<file path="src/rtl/periph_bus_hub.sv">
// Memory-mapped hub from the core data port to N_SLOTS peripheral slots, with bus timeout and error response.
// Define PBH_IRQ_EN to build the hub-local PEND/MASK interrupt aggregator; without it irq is tied low.
module periph_bus_hub #(
    parameter int N_SLOTS = 6,
    parameter int ADDR_W  = 5,
    parameter int DATA_W  = 32,
    parameter int TIMEOUT = 15
) (
    input  logic                        clk,
    input  logic                        rst,
    input  logic                        req,
    input  logic                        we,
    input  logic [ADDR_W-1:0]           addr,
    input  logic [DATA_W-1:0]           wdata,
    output logic [DATA_W-1:0]           rdata,
    output logic                        ready,
    output logic                        err,
    output logic [N_SLOTS-1:0]          slot_sel,
    output logic                        slot_we,
    output logic [DATA_W-1:0]           slot_wdata,
    input  logic [N_SLOTS*DATA_W-1:0]   slot_rdata,
    input  logic [N_SLOTS-1:0]          slot_ready,
    input  logic [N_SLOTS-1:0]          irq_in,
    output logic                        irq
);
    localparam int IDX_W  = ADDR_W - 2;
    localparam int TCNT_W = 8;
    localparam logic [TCNT_W-1:0] TCNT_LAST = TCNT_W'(TIMEOUT - 1);

    typedef enum logic [1:0] {S_IDLE, S_WAIT, S_RESP} state_t;

    state_t              state_q, state_d;
    logic [DATA_W-1:0]   rdata_q, rdata_d;
    logic                ready_q, ready_d;
    logic                err_q, err_d;
    logic [N_SLOTS-1:0]  sel_q, sel_d;
    logic                we_q, we_d;
    logic [DATA_W-1:0]   wdata_q, wdata_d;
    logic [TCNT_W-1:0]   tcnt_q, tcnt_d;
    logic [IDX_W-1:0]    idx;
    logic                is_slot;
    logic                slot_done;
    logic [DATA_W-1:0]   slot_mux;

`ifdef PBH_IRQ_EN
    localparam logic [IDX_W-1:0] PEND_IDX = IDX_W'(N_SLOTS);
    localparam logic [IDX_W-1:0] MASK_IDX = IDX_W'(N_SLOTS + 1);

    logic [N_SLOTS-1:0]  pend_q, pend_d;
    logic [N_SLOTS-1:0]  mask_q, mask_d;
    logic [N_SLOTS-1:0]  w1c;
    logic                irq_q, irq_d;
`endif

    assign idx     = addr[ADDR_W-1:2];
    assign is_slot = (idx < IDX_W'(N_SLOTS));

    // sel_q is one-hot while waiting, so masking replaces indexing by the captured slot number.
    assign slot_done = |(sel_q & slot_ready);

    always_comb begin
        slot_mux = '0;
        for (int k = 0; k < N_SLOTS; k++) begin
            if (sel_q[k]) slot_mux = slot_mux | slot_rdata[k*DATA_W +: DATA_W];
        end
    end

    // NOTE: every variable written in this block gets a default first, so no latch is inferred.
    always_comb begin
        state_d = state_q;
        rdata_d = rdata_q;
        ready_d = 1'b0;
        err_d   = err_q;
        sel_d   = sel_q;
        we_d    = we_q;
        wdata_d = wdata_q;
        tcnt_d  = tcnt_q;
`ifdef PBH_IRQ_EN
        mask_d  = mask_q;
        w1c     = '0;
`endif
        case (state_q)
            S_IDLE: begin
                if (req) begin
                    if (is_slot) begin
                        for (int k = 0; k < N_SLOTS; k++) begin
                            sel_d[k] = (idx == IDX_W'(k));
                        end
                        we_d    = we;
                        wdata_d = wdata;
                        tcnt_d  = '0;
                        state_d = S_WAIT;
                    end else begin
                        state_d = S_RESP;
                        ready_d = 1'b1;
                        err_d   = 1'b1;
                        rdata_d = '0;
`ifdef PBH_IRQ_EN
                        if (idx == PEND_IDX) begin
                            err_d = 1'b0;
                            if (we) w1c = wdata[N_SLOTS-1:0];
                            else    rdata_d = DATA_W'(pend_q);
                        end else if (idx == MASK_IDX) begin
                            err_d = 1'b0;
                            if (we) mask_d = wdata[N_SLOTS-1:0];
                            else    rdata_d = DATA_W'(mask_q);
                        end
`endif
                    end
                end
            end
            S_WAIT: begin
                if (slot_done) begin
                    rdata_d = we_q ? '0 : slot_mux;
                    err_d   = 1'b0;
                    sel_d   = '0;
                    we_d    = 1'b0;
                    ready_d = 1'b1;
                    state_d = S_RESP;
                end else if (tcnt_q == TCNT_LAST) begin
                    rdata_d = '0;
                    err_d   = 1'b1;
                    sel_d   = '0;
                    we_d    = 1'b0;
                    ready_d = 1'b1;
                    state_d = S_RESP;
                end else begin
                    tcnt_d = tcnt_q + 1'b1;
                end
            end
            S_RESP: begin
                rdata_d = '0;
                err_d   = 1'b0;
                state_d = S_IDLE;
            end
            default: state_d = S_IDLE;
        endcase
`ifdef PBH_IRQ_EN
        // A request arriving in the same cycle as its clear survives.
        pend_d = (pend_q & ~w1c) | irq_in;
        irq_d  = |(pend_q & mask_q);
`endif
    end

    // NOTE: flops use non-blocking assignments so every register samples pre-edge values.
    always_ff @(posedge clk) begin
        if (rst) begin
            state_q <= S_IDLE;
            rdata_q <= '0;
            ready_q <= 1'b0;
            err_q   <= 1'b0;
            sel_q   <= '0;
            we_q    <= 1'b0;
            wdata_q <= '0;
            tcnt_q  <= '0;
        end else begin
            state_q <= state_d;
            rdata_q <= rdata_d;
            ready_q <= ready_d;
            err_q   <= err_d;
            sel_q   <= sel_d;
            we_q    <= we_d;
            wdata_q <= wdata_d;
            tcnt_q  <= tcnt_d;
        end
    end

`ifdef PBH_IRQ_EN
    always_ff @(posedge clk) begin
        if (rst) begin
            pend_q <= '0;
            mask_q <= '0;
            irq_q  <= 1'b0;
        end else begin
            pend_q <= pend_d;
            mask_q <= mask_d;
            irq_q  <= irq_d;
        end
    end

    assign irq = irq_q;

    logic unused_addr_lsb;
    assign unused_addr_lsb = ^addr[1:0];
`else
    assign irq = 1'b0;

    logic unused_inputs;
    assign unused_inputs = ^{addr[1:0], irq_in};
`endif

    assign rdata      = rdata_q;
    assign ready      = ready_q;
    assign err        = err_q;
    assign slot_sel   = sel_q;
    assign slot_we    = we_q;
    assign slot_wdata = wdata_q;

endmodule

</file>
<file path="config.mk">
export PLATFORM = sky130hd
export DESIGN_NAME = periph_bus_hub
export DESIGN_NICKNAME = d
export VERILOG_FILES = /design/src/rtl/periph_bus_hub.sv
export SDC_FILE = /design/constraint.sdc
export NUM_CORES = 1
export LEC_CHECK = 0
export CORE_AREA = 4 4 121 123
export CTS_BUF_LIST = sky130_fd_sc_hd__clkbuf_4
export DETAILED_ROUTE_END_ITERATION = 10
export DIE_AREA = 0 0 125 127
export PLACE_DENSITY = 0.77
export SYNTH_ARGS = -nofsm -noshare
export SYNTH_HDL_FRONTEND = slang
export SYNTH_SLANG_ARGS = --single-unit
</file>
<file path="constraint.sdc">
create_clock -name clk -period 2.1 [get_ports clk]
set_input_delay 0.42 -clock clk [delete_from_list [all_inputs] [get_ports clk]]
set_output_delay 0.42 -clock clk [all_outputs]
set_load 0.03 [all_outputs]
</file>
==> flow_metrics.env <==
export IMPL_fmax_mhz=510
export IMPL_fin_area_um2=7490
export IMPL_synth_edff_count=0
export IMPL_syn_num_nets=721
export IMPL_netlist_instances=474
export IMPL_worstSetupPathType="flop to output port"
export IMPL_numCtsBuffers=9
export IMPL_clkTransAtPathRegs_ps=140
export IMPL_worstPathRequired_ps=1680
export IMPL_clock_latency_ps=430
export IMPL_finalSetupViolCount=0
export IMPL_cts_tree="yes"
export IMPL_syn_area_um2=4030
export IMPL_vias=5095
export IMPL_hold_viol=0
export IMPL_grt_pass1_wl_um=28800
export IMPL_ir_drop_mv=0.389
export IMPL_post_dp_hpwl_um=14600
export IMPL_p_leak_nw=2.76
export IMPL_dr_pass1_iters=5
export IMPL_cp_buffers_inverters=1
export IMPL_wl_um=19000
export IMPL_crit_arrival_ps=1540
export IMPL_crit_path_top_delay_cell="clkdlybuf4s50_1"
export IMPL_synth_warnings=0
export IMPL_skew_ps=15.8
export IMPL_synth_cell_types=38
export IMPL_ys_seq_area_frac=0.412
export IMPL_port_buffers=309
export IMPL_num_io_pins=319
export IMPL_end_kind="output port"
export IMPL_ys_flop_type="dfxtp_1"
export IMPL_period_minus_slack_ps=1960
export IMPL_grt_pass1_vias=5269
export IMPL_die_y_um=127
export IMPL_clock_sinks=83
export IMPL_startpoint_type="flop"
export IMPL_cts_root_buf="clkbuf_4"
export IMPL_synthMostInstantiatedCell="a22oi_1"
export IMPL_grt_max_degree=38
export IMPL_drive_gt1_frac=0.0672
export IMPL_post_route_util=0.548
export IMPL_synth_area_leaders="dfxtp_1, a22oi_1, a22o_1"
export IMPL_grt_ovfl_total=0
export IMPL_drtIter0Drc=373
export IMPL_htreeDepth=3
export IMPL_clockBufferDepth=2
export IMPL_rsz0062_at_grt="no"
export IMPL_syn_avg_cell_area_um2=8.51
export IMPL_synth_seq_cells=83
export IMPL_start_util=0.295
export IMPL_hold_class="input port to flop"
export IMPL_core_area_um2=13700
export IMPL_antenna_found_initial=2
export IMPL_dieArea_um2=15900
export IMPL_cp_max_fo=2
export IMPL_power_density_nw_per_um2=508
export IMPL_grtUsageTotal=0.229
export IMPL_drc=0
export IMPL_synthArstFlopShare=0
export IMPL_synth_top_area_share=0.412
export IMPL_drv_cap=0
export IMPL_viasPerCell=5.33
export IMPL_globalplace_congestion=0.910
export IMPL_areaGrowthSynthToFinish_pct=85.8
export IMPL_die_w_um=125
export IMPL_post_drt_wl_per_cell_um=19.8
export IMPL_postPlaceCellArea_um2=7350
export IMPL_critPathTopFamily="buffers and inverters"
export IMPL_fin_crit_sh=0.933
export IMPL_cpPeakStageDelay_ps=740
export IMPL_slew_violations=0
export IMPL_netlist_top_cells_count="a22oi_1, dfxtp_1, nand2_1"
export IMPL_ctsHoldBuffers=0
export IMPL_yosysTopAreaCell="dfxtp_1"
export IMPL_status="finished, final reports clean"
export IMPL_nNetsFinal=1017
export IMPL_drt_antenna_violating_nets=0
export IMPL_rows=43
export IMPL_worstPathCellList="clkdlybuf4s50_1"
==> worst paths after layout <==
check / depth (start not counted) / slack (ps) / end / startpoint
max: 1 / 140 / rdata[5] / rdata[5]$_SDFFE_PP0P_
max reg2reg: 7 / 290 / tcnt_q[6]$_SDFFE_PP0P_ / tcnt_q[0]$_SDFFE_PP0P_
min: 2 / 340 / slot_sel[2]$_SDFFE_PP0P_ / rst
min reg2reg: 2 / 460 / slot_wdata[20]$_SDFFE_PP0P_ / slot_wdata[20]$_SDFFE_PP0P_
==> cells in the final DEF (no fill, tap or decap), drive strengths merged <==
master         count
clkinvlp           2
and3               4
clkinv             2
and2               1
clkbuf            10
nand3             38
a21o               1
clkdlybuf4s50    301
o31ai              2
nor4               6
nand4b             2
a21oi             38
or3                2
nand2b             2
and2b              1
inv                3
nor4b              2
nand2             71
bufinv             1
xnor2              5
nand3b             5
diode              2
nor3               1
a22o              32
a22oi            100
a31oi              3
nor2              13
nand4              3
dfxtp             83
ha                 2
mux2i              1
conb               1
buf               28
o21ai              6
o41ai              1
dlymetal6s2s       1
==> power breakdown <==
group	internal [mW]	total (mW)	switching, mW
Sequential	1.64	1.68	0.0429
Clock	0.366	0.930	0.564
Combinational	0.657	1.19	0.535
==> registers in the layout (all words and copies together), names as in the netlist <==
name / count
rdata: 32
slot_wdata: 32
tcnt_q: 8
slot_sel: 6
state_q: 2
err: 1
ready: 1
slot_we: 1
==> layer usage <==
layer  part of all wire  vias to the layer above  GRT usage
li1                   -                     2387          -
met1               0.39                     2419      0.267
met2               0.49                      255      0.391
met3              0.088                       34     0.0661
met4              0.033                        0      0.103
met5                  0                        -          0
==> final cells by class <==
type,instances,area [um2]
Clock buffer,10,75.1
Sequential cell,83,1660
Fill cell,1206,6170
Multi-Input combinational cell,343,2190
Antenna cell,2,5.00
Tap cell,180,225
Clock inverter,5,55.1
Timing Repair Buffer,330,3270
Inverter,3,11.3
==> repair_timing <==
item | CTS | global route
buffers inserted | 0 | 0
endpoints found under the setup margin | 0 | 1
resized for setup | 0 | 1
==> stage by stage <==
stage | setup slack [ps] | power, mW | cells | hold WS, ps | setup TNS [ps]
floorplan | 274 | 2.17 | 474 | 467 | 0
detailed placement | -132 | 2.91 | 939 | 447 | -3880
global route | 54.1 | 4.01 | 956 | 294 | 0
CTS | 15.4 | 3.86 | 954 | 266 | 0
global placement | -54.2 | 2.87 | 939 | 441 | -388
finish | 141 | 3.81 | 956 | 336 | 0
==> cells by family (layout without fill, tap and decap cells) <==
kind of cell,Yosys count,count (layout),share of synthesized area
AOI/OAI and AO/OA,183,183,0.335
xor gates and xnor gates,5,5,0.0109
adders and majority gates,2,2,0.00620
buffers and inverters,48,348,0.0506
DFF,83,83,0.412
muxes,1,1,0.00248
other,1,3,0.000930
and+or+nand+nor,151,151,0.182
Power figures use the tool's default switching activity.
